===== src/rtl/bcd_pkg.sv =====
// Shared types and segment constants for the BCD display scanner.
// Segment bit order is {g,f,e,d,c,b,a}, active-high.
package bcd_pkg;

    typedef logic [6:0] seg7_t;

    localparam seg7_t SEG_BLANK = 7'h00;
    localparam seg7_t SEG_DASH  = 7'h40;

    localparam seg7_t SEG_DIGIT [0:9] = '{
        7'h3F, 7'h06, 7'h5B, 7'h4F, 7'h66,
        7'h6D, 7'h7D, 7'h07, 7'h7F, 7'h6F
    };

    typedef enum logic [1:0] {
        IDLE,
        BLANK,
        SHOW
    } scan_state_t;

endpackage


===== src/rtl/bcd_to_seg7.sv =====
// Combinational BCD to 7-segment decoder (active-high segments).
// Codes above 9 are shown as a dash.
module bcd_to_seg7
    import bcd_pkg::*;
(
    input  logic [3:0] bcd_i,
    output seg7_t      seg_o
);

    always_comb begin
        seg_o = SEG_DASH;
        if (bcd_i <= 4'd9) begin
            seg_o = SEG_DIGIT[bcd_i];
        end
    end

endmodule


===== src/rtl/bcd_display_scanner.sv =====
// Multiplexed 7-segment scanner: snapshots packed BCD digits once per frame and
// drives one digit per slot, with a guard interval and leading-zero blanking.
module bcd_display_scanner
    import bcd_pkg::*;
#(
    parameter int NUM_DIGITS     = 4,
    parameter int SCAN_DIV       = 1000,
    parameter int GUARD_CYCLES   = 2,
    parameter bit SEG_ACTIVE_LOW = 1'b1,
    parameter bit AN_ACTIVE_LOW  = 1'b1,
    parameter bit BLANK_LZ       = 1'b1,
    localparam int IW = (NUM_DIGITS > 1) ? $clog2(NUM_DIGITS) : 1
) (
    input  logic                    clk,
    input  logic                    reset,
    input  logic                    enable,
    input  logic [4*NUM_DIGITS-1:0] digits,
    output logic [6:0]              seg,
    output logic [NUM_DIGITS-1:0]   an,
    output logic [IW-1:0]           digit_idx,
    output logic                    frame_tick
);

    localparam int PW = $clog2(SCAN_DIV);
    localparam logic [IW-1:0] LAST_IDX = IW'(NUM_DIGITS - 1);
    localparam logic [PW-1:0] LAST_P   = PW'(SCAN_DIV - 1);
    localparam logic [PW-1:0] GUARD    = PW'(GUARD_CYCLES);
    localparam seg7_t                 SEG_OFF = SEG_ACTIVE_LOW ? '1 : '0;
    localparam logic [NUM_DIGITS-1:0] AN_OFF  = AN_ACTIVE_LOW ? '1 : '0;

    scan_state_t             state_q, state_d;
    logic [PW-1:0]           presc_q, presc_d;
    logic [IW-1:0]           idx_q, idx_d;
    logic [4*NUM_DIGITS-1:0] shadow_q, shadow_d;
    seg7_t                   seg_q, seg_d;
    logic [NUM_DIGITS-1:0]   an_q, an_d;

    logic                    frame_end;
    logic                    lz_blank;
    logic [3:0]              cur_digit;
    seg7_t                   dec_seg;
    seg7_t                   seg_raw;
    logic [NUM_DIGITS-1:0]   an_raw;

    assign frame_end = (state_q != IDLE) && (presc_q == LAST_P) && (idx_q == LAST_IDX);
    assign cur_digit = shadow_q[{idx_q, 2'b00} +: 4];
    // Digit i>0 is a leading zero when it and every digit above it are zero.
    assign lz_blank  = BLANK_LZ && (idx_q != '0) && ((shadow_q >> {idx_q, 2'b00}) == '0);

    bcd_to_seg7 u_dec (
        .bcd_i (cur_digit),
        .seg_o (dec_seg)
    );

    always_comb begin
        state_d  = state_q;
        presc_d  = presc_q;
        idx_d    = idx_q;
        shadow_d = shadow_q;
        if (!enable) begin
            state_d = IDLE;
            presc_d = '0;
            idx_d   = '0;
        end else begin
            if (state_q == IDLE) begin
                presc_d  = '0;
                idx_d    = '0;
                shadow_d = digits;
            end else if (presc_q == LAST_P) begin
                presc_d = '0;
                if (frame_end) begin
                    idx_d    = '0;
                    shadow_d = digits;
                end else begin
                    idx_d = idx_q + 1'b1;
                end
            end else begin
                presc_d = presc_q + 1'b1;
            end
            // Guard phase is derived from the next prescaler value; GUARD=0 skips BLANK.
            state_d = (presc_d < GUARD) ? BLANK : SHOW;
        end
    end

    always_comb begin
        seg_raw = SEG_BLANK;
        an_raw  = '0;
        if (state_q == SHOW && !lz_blank) begin
            seg_raw = dec_seg;
            an_raw  = NUM_DIGITS'(1) << idx_q;
        end
        seg_d = SEG_ACTIVE_LOW ? ~seg_raw : seg_raw;
        an_d  = AN_ACTIVE_LOW  ? ~an_raw  : an_raw;
    end

    always_ff @(posedge clk) begin
        if (reset) begin
            state_q  <= IDLE;
            presc_q  <= '0;
            idx_q    <= '0;
            shadow_q <= '0;
            seg_q    <= SEG_OFF;
            an_q     <= AN_OFF;
        end else begin
            state_q  <= state_d;
            presc_q  <= presc_d;
            idx_q    <= idx_d;
            shadow_q <= shadow_d;
            seg_q    <= seg_d;
            an_q     <= an_d;
        end
    end

    assign seg        = seg_q;
    assign an         = an_q;
    assign digit_idx  = idx_q;
    assign frame_tick = frame_end;

endmodule


===== config.mk =====
export PLATFORM = sky130hd
export DESIGN_NAME = bcd_display_scanner
export DESIGN_NICKNAME = d
export VERILOG_FILES = /design/src/rtl/bcd_pkg.sv /design/src/rtl/bcd_to_seg7.sv /design/src/rtl/bcd_display_scanner.sv
export SDC_FILE = /design/constraint.sdc
export NUM_CORES = 1
export LEC_CHECK = 0
export CORE_MARGIN = 3
export CORE_UTILIZATION = 47
export DETAILED_ROUTE_END_ITERATION = 7
export PLACE_DENSITY_LB_ADDON = 0.3
export SYNTH_ARGS = -nofsm -noshare
export SYNTH_HDL_FRONTEND = slang
export SYNTH_SLANG_ARGS = --single-unit
export TNS_END_PERCENT = 30

===== constraint.sdc =====
create_clock -name clk -period 2.6 [get_ports clk]
set_input_delay 0.65 -clock clk [delete_from_list [all_inputs] [get_ports clk]]
set_output_delay 0.65 -clock clk [all_outputs]
set_load 0.05 [all_outputs]

==> reports/qor.txt, run 1 <==
CP bufs+invs -> 1
Crit path max-delay family -> simple AND/OR/NAND/NOR gates
Multi-input logic area -> 0.001075 sq mm
Worst EP required -> 1.95 ns
TritonCTS sink count -> 41
PD cells -> 555.2 mW/mm^2
Mean Syn Cell Area -> 9.732 sq um
Filler cell count -> 309
Area of the mapped netlist -> 0.001927 sq mm
Top cell type's share of synthesized area -> 42.60%
GP Congestion -> 0.8229
CTS tree -> yes
Grt ovf -> 0
FF+latch count, synth -> 41
First-pass GRT wire length -> 6127 um
TritonRoute pass-1 iters -> 4
Worst setup margin -> 0.05417 ns
Die ar. -> 0.004904 sq mm
Yosys Warn Count -> 0
Top-Level Pins -> 33
Synth Net Count -> 228
Final worst-path cycle share -> 97.92%
CORE AREA -> 0.003799 sq mm
Chip width -> 70.03 um
Post-DRT Antenna Nets -> 0
Final Util -> 65.58%
Clock buffer depth -> 2
Fin crit period -> 2.546 ns
PortBufs -> 32
Primary FF master, synth -> dfxtp_1
Final instance area -> 0.002491 sq mm
Diode count -> 0
Status -> completed
Die Y -> 70.03 um
Asr flop ratio synth -> 0%
Worst Setup End Kind -> primary output
Maximum vdd ir drop -> 0.3620 mV
Unrepaired setup endpoints after global routing -> true
Starting DRT DRC Count -> 63
CTS clk-pin slew, worst paths -> 0.08 ns
Unique cell type count in the Yosys netlist -> 39
GRT Resource Usage Total -> 15.49%
Max Cap Viol -> 0
Hold-fix buffers, CTS -> 0
Critical path arrival -> 1.90 ns
Max FO, Critical Path -> 5
Setup CP Type -> flip-flop to primary output
Final slew viol count -> 0
FF+latch area -> 835.8 sq um
DRC viols -> 0
Latest clock arrival within the worst-skew pair -> 0.30 ns
CP max stage delay -> 0.51 ns
Vias -> 1457
Hold Violations, Final -> 0
Area contributors post-synth -> dfxtp_1 43%, mux2i_1 9.9%, ha_1 7.1%
Least-Margin Pin Slew -> 1.041 ns
Power Total -> 1.383 mW
Fmax achieved -> 0.3928 GHz
EDFF count, synth -> 0
Most frequent cells in the layout -> 33 x nor2_1, 33 x dfxtp_1, 31 x clkdlybuf4s50_1
Syn-to-layout area delta -> 29.29%
Largest net degree at the start of global routing -> 17
Critical Path Source Type -> flip-flop
Share of post-route cells with drive strength above 1 -> 15.81%
H-tree lvl count -> 2
Area leader, netlist -> dfxtp_1
Hold Path Class -> flip-flop to flip-flop
Num CTS Buffers -> 5
DP Area -> 0.002316 sq mm
Final setup fails -> 0
Skew final -> 0.007250 ns
Routed len/inst -> 13.04 um
Slew HR -> 30.59%
Starting Density -> 50.72%
Final WL -> 3676 um
FP Rows -> 22
CP max-delay cell -> or4b_4
Pre-CTS WS -> 0.1589 ns
Mapped Cells -> 198
Lkg Pwr -> 0.9501 nW
Initial antenna violation count -> 0
Final Hold Slack -> 0.4417 ns
CTS Root Cell -> clkbuf_8
Final net count -> 263
Number of global-route vias before repair -> 1349
Register area share after synthesis -> 42.60%
Cell Chain, Critical Path -> ha_4, nand2_2, or4b_4, nor4_4, buf_12
Via/cell ratio -> 5.167
Post-DP HPWL -> 2786 um
==> metal layers <==
layer / GRT usage, % / share of wire (%)
met3: 5.036 / 4.8
met5: 0 / 0
met1: 20.73 / 49
met4: 7.234 / 1.7
met2: 22.46 / 44
==> final timing paths <==
path	start	end	slack [ns]	cells past startpoint
setup / recovery	presc_q[0]	frame_tick	0.05	5
hold / removal	presc_q[0]	presc_q[0]	0.44	1
setup reg to reg	digit_idx[0]	seg[6]	0.17	7
hold reg to reg	presc_q[0]	presc_q[0]	0.44	1
==> synthesized netlist by cell type (all sizes together) (3+ instances only) <==
| master | count |
|---|---|
| mux4 | 4 |
| clkbuf | 3 |
| xnor2 | 6 |
| nor4 | 5 |
| mux2i | 19 |
| nor2 | 33 |
| nand2b | 3 |
| nand2 | 17 |
| nand3 | 4 |
| buf | 4 |
| dfxtp | 41 |
| xor2 | 4 |
| or2 | 3 |
| o21ai | 8 |
| inv | 8 |
| ha | 11 |
| a21oi | 3 |
| nor3 | 3 |
==> logic make-up (layout without fill, tap and decap cells) <==
| group | Yosys count | after routing | synth area share, % |
|---|---|---|---|
| compound gates | 19 | 19 | 7.598 |
| xor+xnor | 10 | 10 | 4.545 |
| fa+ha+maj | 11 | 11 | 7.143 |
| buf+inv | 16 | 52 | 3.831 |
| flops | 41 | 41 | 42.60 |
| mux | 23 | 23 | 14.93 |
| simple gates | 78 | 78 | 19.35 |
==> power breakdown <==
group	internal (mW)	switching, mW
combinational	0.0694	0.0580
clock	0.381	0.219
sequential	0.642	0.0132
==> worst reg2reg max path: stages (launching register included) <==
cell      delay [ns]
dfxtp_4         0.42
mux4_1          0.65
inv_1           0.16
ha_1            0.20
or4b_1          0.50
a211oi_4        0.24
nor2_1          0.12
o21ai_1         0.08
==> per-stage QoR <==
stage / cells / setup TNS (ns)
global placement: 273 / 0
floorplan: 198 / 0
global route: 282 / -0.02922
detailed placement: 273 / 0
finish: 282 / 0
CTS: 282 / 0
==> layout make-up <==
type | count | area share, %
clock inverters | 3 | 2.612
repair buffers | 35 | 14.16
flip-flops and latches | 41 | 33.55
clock buffers | 5 | 2.762
multi-input cells | 141 | 43.14
well taps | 48 | 2.411
inverters | 9 | 1.356
==> registers in the layout (all words and copies together) (netlist names) <==
signal     flops
shadow_q      16
presc_q       10
seg            7
an             4
digit_idx      2
state_q        2
==> repair_timing <==
item	4_1_cts	5_1_grt
pin swaps	2	2
gates resized for setup	2	9
endpoints found under the setup margin	1	9
setup buffers	1	0
Power figures use the tool's default switching activity.
==> run 2, diff against run 1 <==
- SYNTH_HIERARCHICAL: not set -> 1
==> run 2 against run 1 <==
  * Clock skew rose by 0.0024 ns
  * Design area fell by 0.45%
  * Wire length fell by 0.68%
  * Register-to-register slack improved by 0.15 ns
  * Global-route usage rose by 0.51 points
  * Synthesized cell count rose by 5.1%
  * Hold slack got worse by 0.0080 ns
  * Non-clock buffer count rose by 1
  * Critical path depth fell by 4
  * First-iteration DRC count fell by 16%
  * Area after synthesis rose by 4.0%
  * Sequential share of layout area fell by 0.45 points
  * Critical endpoint is now digit_idx[0]
==> reports/qor.txt, run 2 <==
Most common cell in the synthesized netlist -> dfxtp_1
CORE AREA -> 0.004058 sq mm (+6.8%)
Setup TNS -> 0 ns (unchanged)
Critical Path Source Type -> flip-flop
Die ar. -> 0.005082 sq mm (+3.6%)
PD cells -> 528.4 mW/mm^2 (-4.8%)
Worst EP required -> 1.95 ns (about the same)
Clk pwr share -> 39.4% (-4.0 points)
Post_cts resized -> 0 (-2)
Critical path arrival -> 1.82 ns (-0.08 ns)
GP Congestion -> 0.7866 (-4.4%)
DRC viols -> 0 (unchanged)
Area leader, netlist -> dfxtp_1
Starting Density -> 49.37% (-1.4 points)
Comb pwr share -> 10.4% (+1.2 points)
Setup bufs post-CTS -> 0 (-1)
Hold Violations, Final -> 0 (unchanged)
CTS Root Cell -> clkbuf_8
Internal -> 1.032 mW (-5.6%)
Post-DP HPWL -> 2812 um (+0.93%)
Mean Syn Cell Area -> 9.631 sq um (-1.0%)
Sw Share -> 21.25% (+0.26 points)
Final slew viol count -> 0 (unchanged)
FP Rows -> 23 (+4.5%)
Number of global-route vias before repair -> 1424 (+5.6%)
FF+latch count, synth -> 41 (unchanged)
Unrepaired setup endpoints after global routing -> false
Cell Chain, Critical Path -> clkdlybuf4s50_1
Mapped Cells -> 208 (+5.1%)
Area of the mapped netlist -> 0.002003 sq mm (+4.0%)
Clock buffer depth -> 2 (unchanged)
Via/cell ratio -> 5.173 (+0.12%)
Final WL -> 3651 um (-0.68%)
Max Cap Viol -> 0 (unchanged)
Syn-to-layout area delta -> 23.80%
Least-Margin Pin Slew -> 0.5062 ns (-0.5347 ns)
Routed len/inst -> 12.38 um (-5.1%)
Commonest non-fill, non-tap cell in the layout -> dfxtp_1
Hold-fix buffers, CTS -> 0 (unchanged)
Sequential power share -> 50.2% (+2.8 points)
CP max-delay cell -> clkdlybuf4s50_1
TritonRoute pass-1 iters -> 4 (unchanged)
Asr flop ratio synth -> 0% (unchanged)
Final instance area -> 0.002480 sq mm (-0.45%)
Lkg Pwr -> 0.9586 nW (+0.90%)
Final worst-path cycle share -> 94.88% (-3.0 points)
Most frequent cells in the layout -> 41 x dfxtp_1, 37 x nor2_1, 31 x clkdlybuf4s50_1
Most frequent cells after synthesis -> 41 x dfxtp_1, 37 x nor2_1, 20 x nand2_1, 18 x mux2i_1, 11 x ha_1
Top reg by flops -> shadow_q
Vias -> 1526 (+4.7%)
Fin crit period -> 2.467 ns (-0.07906 ns)
Final net count -> 274 (+4.2%)
Primary FF master, synth -> dfxtp_1
Crit path max-delay family -> buffers and inverters
Synth Net Count -> 238 (+4.4%)
Slew HR -> 66.15% (+36 points)
EDFF count, synth -> 0 (unchanged)
Status -> completed
Initial antenna violation count -> 0 (unchanged)
Top cell type's share of synthesized area -> 40.97% (-1.6 points)
Chip width -> 71.29 um (+1.8%)
Die Y -> 71.29 um (+1.8%)
Num CTS Buffers -> 5 (unchanged)
Unique cell type count in the Yosys netlist -> 48 (+23%)
Fmax achieved -> 0.4054 GHz (+3.2%)
First-pass GRT wire length -> 6444 um (+5.2%)
Maximum vdd ir drop -> 0.2933 mV (-19%)
Worst Setup End Kind -> primary output
DP Area -> 0.002364 sq mm (+2.1%)
Skew final -> 0.009617 ns (+0.002367 ns)
Post-DRT Antenna Nets -> 0 (unchanged)
CTS clk-pin slew, worst paths -> 0.08 ns (about the same)
Max FFs per register -> 16 (unchanged)
Final Util -> 61.12% (-4.5 points)
Share of post-route cells with drive strength above 1 -> 9.796% (-6.0 points)
Largest net degree at the start of global routing -> 18 (+1)
GRT Resource Usage Total -> 16.00% (+0.51 points)
Area contributors post-synth -> dfxtp_1 41%, mux2i_1 9.0%, nor2_1 6.9%
Hold Path Class -> flip-flop to flip-flop
Latest clock arrival within the worst-skew pair -> 0.29 ns (about the same)
Setup CP Type -> flip-flop to primary output
Register area share after synthesis -> 40.97% (-1.6 points)
Starting DRT DRC Count -> 53 (-16%)
TritonCTS sink count -> 41 (unchanged)
CTS tree -> yes
Grt ovf -> 0 (unchanged)
Diode count -> 0 (unchanged)
CP max stage delay -> 0.90 ns (+0.39 ns)
Final setup fails -> 0 (unchanged)
H-tree lvl count -> 2 (unchanged)
Yosys Warn Count -> 6 (+6)
Top-Level Pins -> 33 (unchanged)
Power Total -> 1.310 mW (-5.3%)
Max FO, Critical Path -> 10 (+5)
CP bufs+invs -> 1 (unchanged)
Switch Pwr -> 278.4 uW (-4.1%)
PortBufs -> 32 (unchanged)
## run 2: layout make-up
| class | count | area [sq um] |
|---|---|---|
| multi-input cells | 152 | 1090 |
| clock buffers | 7 | 86.33 |
| inverters | 8 | 30.03 |
| well taps | 50 | 62.56 |
| flip-flops and latches | 41 | 820.8 |
| repair buffers | 36 | 360.3 |
| fillers | 346 | 1578 |
| clock inverters | 1 | 30.03 |
## run 2: path summary, 6_finish.rpt
kind                start            to  slack, ns  cells past startpoint
min reg2reg    state_q[1]         an[0]       0.43                      1
max          digit_idx[0]  digit_idx[0]       0.13                      1
max reg2reg  digit_idx[0]        seg[4]       0.32                      6
min            state_q[1]         an[0]       0.43                      1
## run 2: cell families after synthesis
group | synth area share (%)
AND/OR/NAND/NOR | 22.55
flip-flops | 40.97
multiplexers | 13.49
AO/OA/AOI/OAI | 7.745
buffers and inverters | 4.872
adder cells (fa/ha/maj) | 6.871
XOR/XNOR | 3.497
## run 2: power by group through the flow
stage	clock network, mW	registers [mW]	logic [mW]
floorplan	0	0.668	0.0996
global placement	0	0.672	0.133
detailed placement	0	0.672	0.136
CTS	0.534	0.658	0.137
global route	0.561	0.660	0.152
finish	0.516	0.658	0.136
## run 2: stage by stage
step / std cells / setup WS (ns) / hold slack, ns
global placement: 287 / 0.4794 / 0.4247
global route: 295 / 0.003641 / 0.4467
finish: 295 / 0.1332 / 0.4337
detailed placement: 287 / 0.3818 / 0.4219
CTS: 295 / 0.1257 / 0.4394
floorplan: 208 / 0.09228 / 0.3897
## run 2: layer usage
metal / GRT usage, % / vias up / wire [um] / part of all wire, %
met5: 0 / - / 0 / 0
met4: 6.263 / 0 / 54 / 1.5
met3: 5.189 / 7 / 164 / 4.5
met2: 24.18 / 28 / 1670 / 46
met1: 21.28 / 695 / 1762 / 48
li1: - / 796 / - / -
==> run 3, diff against run 2 <==
- CORE_ASPECT_RATIO: not set -> 1.2
- CORE_UTILIZATION: 47 -> 35
==> run 3 against run 2 <==
  * Critical path depth rose by 4
  * Clock skew fell by 0.00086 ns
  * Register-to-register slack improved by 0.06 ns
  * First-iteration DRC count rose by 19%
  * Utilization fell by 15 points
  * Non-clock buffer count rose by 1
  * Clock power fell by 11%
  * Wire length rose by 7.3%
  * Power fell by 4.3%
==> reports/qor.txt, run 3 (same netlist as run 2, synthesis figures left out) <==
Routed len/inst -> 12.72 um (+2.8%)
Fin cells -> 308 (+4.4%)
Largest net degree at the start of global routing -> 17 (-1)
Final Hold Slack -> 0.4283 ns (-0.005414 ns)
Worst EP required -> 1.95 ns (about the same)
Top reg by flops -> shadow_q
DRC viols -> 0 (unchanged)
H-tree lvl count -> 2 (unchanged)
Hold Path Depth -> 1 (unchanged)
CORE AREA -> 0.005406 sq mm (+33%)
Chip width -> 75.06 um (+5.3%)
Critical path depth in cells -> 5 (+4)
Worst-case reg-to-reg path depth -> 6 (unchanged)
Worst setup margin -> 0.1299 ns (-0.003342 ns)
Most frequent cells in the layout -> 41 x dfxtp_1, 37 x nor2_1, 31 x clkdlybuf4s50_1
FP Rows -> 29 (+26%)
CP max stage delay -> 0.38 ns (-0.52 ns)
Latest clock arrival within the worst-skew pair -> 0.29 ns (about the same)
First-pass GRT wire length -> 6782 um (+5.2%)
Final Util -> 46.40% (-15 points)
Final setup fails -> 0 (unchanged)
Num CTS Buffers -> 5 (unchanged)
PortBufs -> 32 (unchanged)
CP bufs+invs -> 1 (unchanged)
Final WL -> 3918 um (+7.3%)
Die Y -> 88.88 um (+25%)
Fmax achieved -> 0.4048 GHz (-0.14%)
Fin crit period -> 2.470 ns (+0.003342 ns)
Post-DRT Antenna Nets -> 0 (unchanged)
GRT Resource Usage Total -> 13.24% (-2.8 points)
Unrepaired setup endpoints after global routing -> false
Worst Setup End Kind -> primary output
Least-Margin Pin Slew -> 0.4971 ns (-0.009175 ns)
Commonest non-fill, non-tap cell in the layout -> dfxtp_1
Maximum vdd ir drop -> 0.3055 mV (+4.2%)
Starting DRT DRC Count -> 63 (+19%)
Vias -> 1547 (+1.4%)
Share of post-route cells with drive strength above 1 -> 11.38% (+1.6 points)
PD cells -> 499.8 mW/mm^2 (-5.4%)
Filler cell count -> 526 (+52%)
Skew final -> 0.008756 ns (-0.0008613 ns)
Slew HR -> 66.76% (+0.61 points)
CTS clk-pin slew, worst paths -> 0.08 ns (about the same)
RR Endpoint -> seg[4]
Diode count -> 0 (unchanged)
Number of global-route vias before repair -> 1455 (+2.2%)
Starting Density -> 37.05% (-12 points)
Hold Path Class -> flip-flop to flip-flop
Grt ovf -> 0 (unchanged)
Power Total -> 1.254 mW (-4.3%)
Crit path max-delay family -> simple AND/OR/NAND/NOR gates
Status -> completed
Setup TNS -> 0 ns (unchanged)
CP max-delay cell -> dfxtp_1
Initial antenna violation count -> 0 (unchanged)
Reg-to-Reg Start -> digit_idx[0]
Final worst-path cycle share -> 95.00% (+0.13 points)
TritonCTS sink count -> 41 (unchanged)
GP Congestion -> 0.8299 (+5.5%)
Max FO, Critical Path -> 6 (-4)
TritonRoute pass-1 iters -> 4 (unchanged)
Via/cell ratio -> 5.023 (-2.9%)
Critical Path Source Type -> flip-flop
Worst Setup EP -> frame_tick
Placed cells -> 300 (+4.5%)
Top-Level Pins -> 33 (unchanged)
Critical path arrival -> 1.82 ns (about the same)
Final instance area -> 0.002509 sq mm (+1.2%)
Lkg Pwr -> 0.9722 nW (+1.4%)
Final net count -> 275 (+0.36%)
CTS Root Cell -> clkbuf_8
Hold Violations, Final -> 0 (unchanged)
Setup CP Type -> flip-flop to primary output
CP startpoint -> presc_q[0]
Pre-CTS WS -> 0.3104 ns (-0.07142 ns)
Max FFs per register -> 16 (unchanged)
Worst R2R Setup Slack -> 0.38 ns (+0.06 ns)
Clock buffer depth -> 2 (unchanged)
Post-DP HPWL -> 3004 um (+6.8%)
Die ar. -> 0.006671 sq mm (+31%)
Syn-to-layout area delta -> 25.23%
CTS tree -> yes
Final slew viol count -> 0 (unchanged)
Max Cap Viol -> 0 (unchanged)
Cell Chain, Critical Path -> ha_2, and4bb_1, nand3_4, nor3b_4, buf_12
DP Area -> 0.002386 sq mm (+0.95%)
==> run 3: routing by layer <==
layer,global-route usage [%],up-vias,wire length [um]
met3,3.523,2,176
met2,21.24,28,1943
li1,-,797,-
met1,16.59,720,1780
met4,5.663,0,19
met5,0,-,0
==> run 3: where the power goes <==
| part | internal, mW | switching [mW] |
|---|---|---|
| Clock | 0.240 | 0.219 |
| Combinational | 0.0751 | 0.0623 |
| Sequential | 0.644 | 0.0135 |
| Total | 0.959 | 0.295 |
==> run 3: cell type report <==
type	count	area, sq um	area share [%]
Clock inverter	1	5.005	0.1995
Multi-Input combinational cell	152	1111	44.29
Inverter	8	30.03	1.197
Tap cell	62	77.57	3.092
Timing Repair Buffer	37	367.9	14.66
Clock buffer	7	96.34	3.840
Sequential cell	41	820.8	32.72
==> run 3: how the worst min path moves through the flow <==
stage                          start  slack (ns)    end
after floorplan           state_q[1]        0.39  an[0]
after global placement    state_q[1]        0.41  an[0]
after detailed placement  state_q[1]        0.41  an[0]
after CTS                 state_q[1]        0.43  an[0]
after global routing      state_q[1]        0.47  an[0]
final                     state_q[1]        0.43  an[0]
==> run 3: repair_timing <==
action                                  in CTS  in global routing
endpoints found under the setup margin       1                  1
hold buffers                                 0                  0
endpoints found under the hold margin        0                  0
pin swaps                                    1                  0
resized for setup                            1                  3
setup buffers                                0                  0
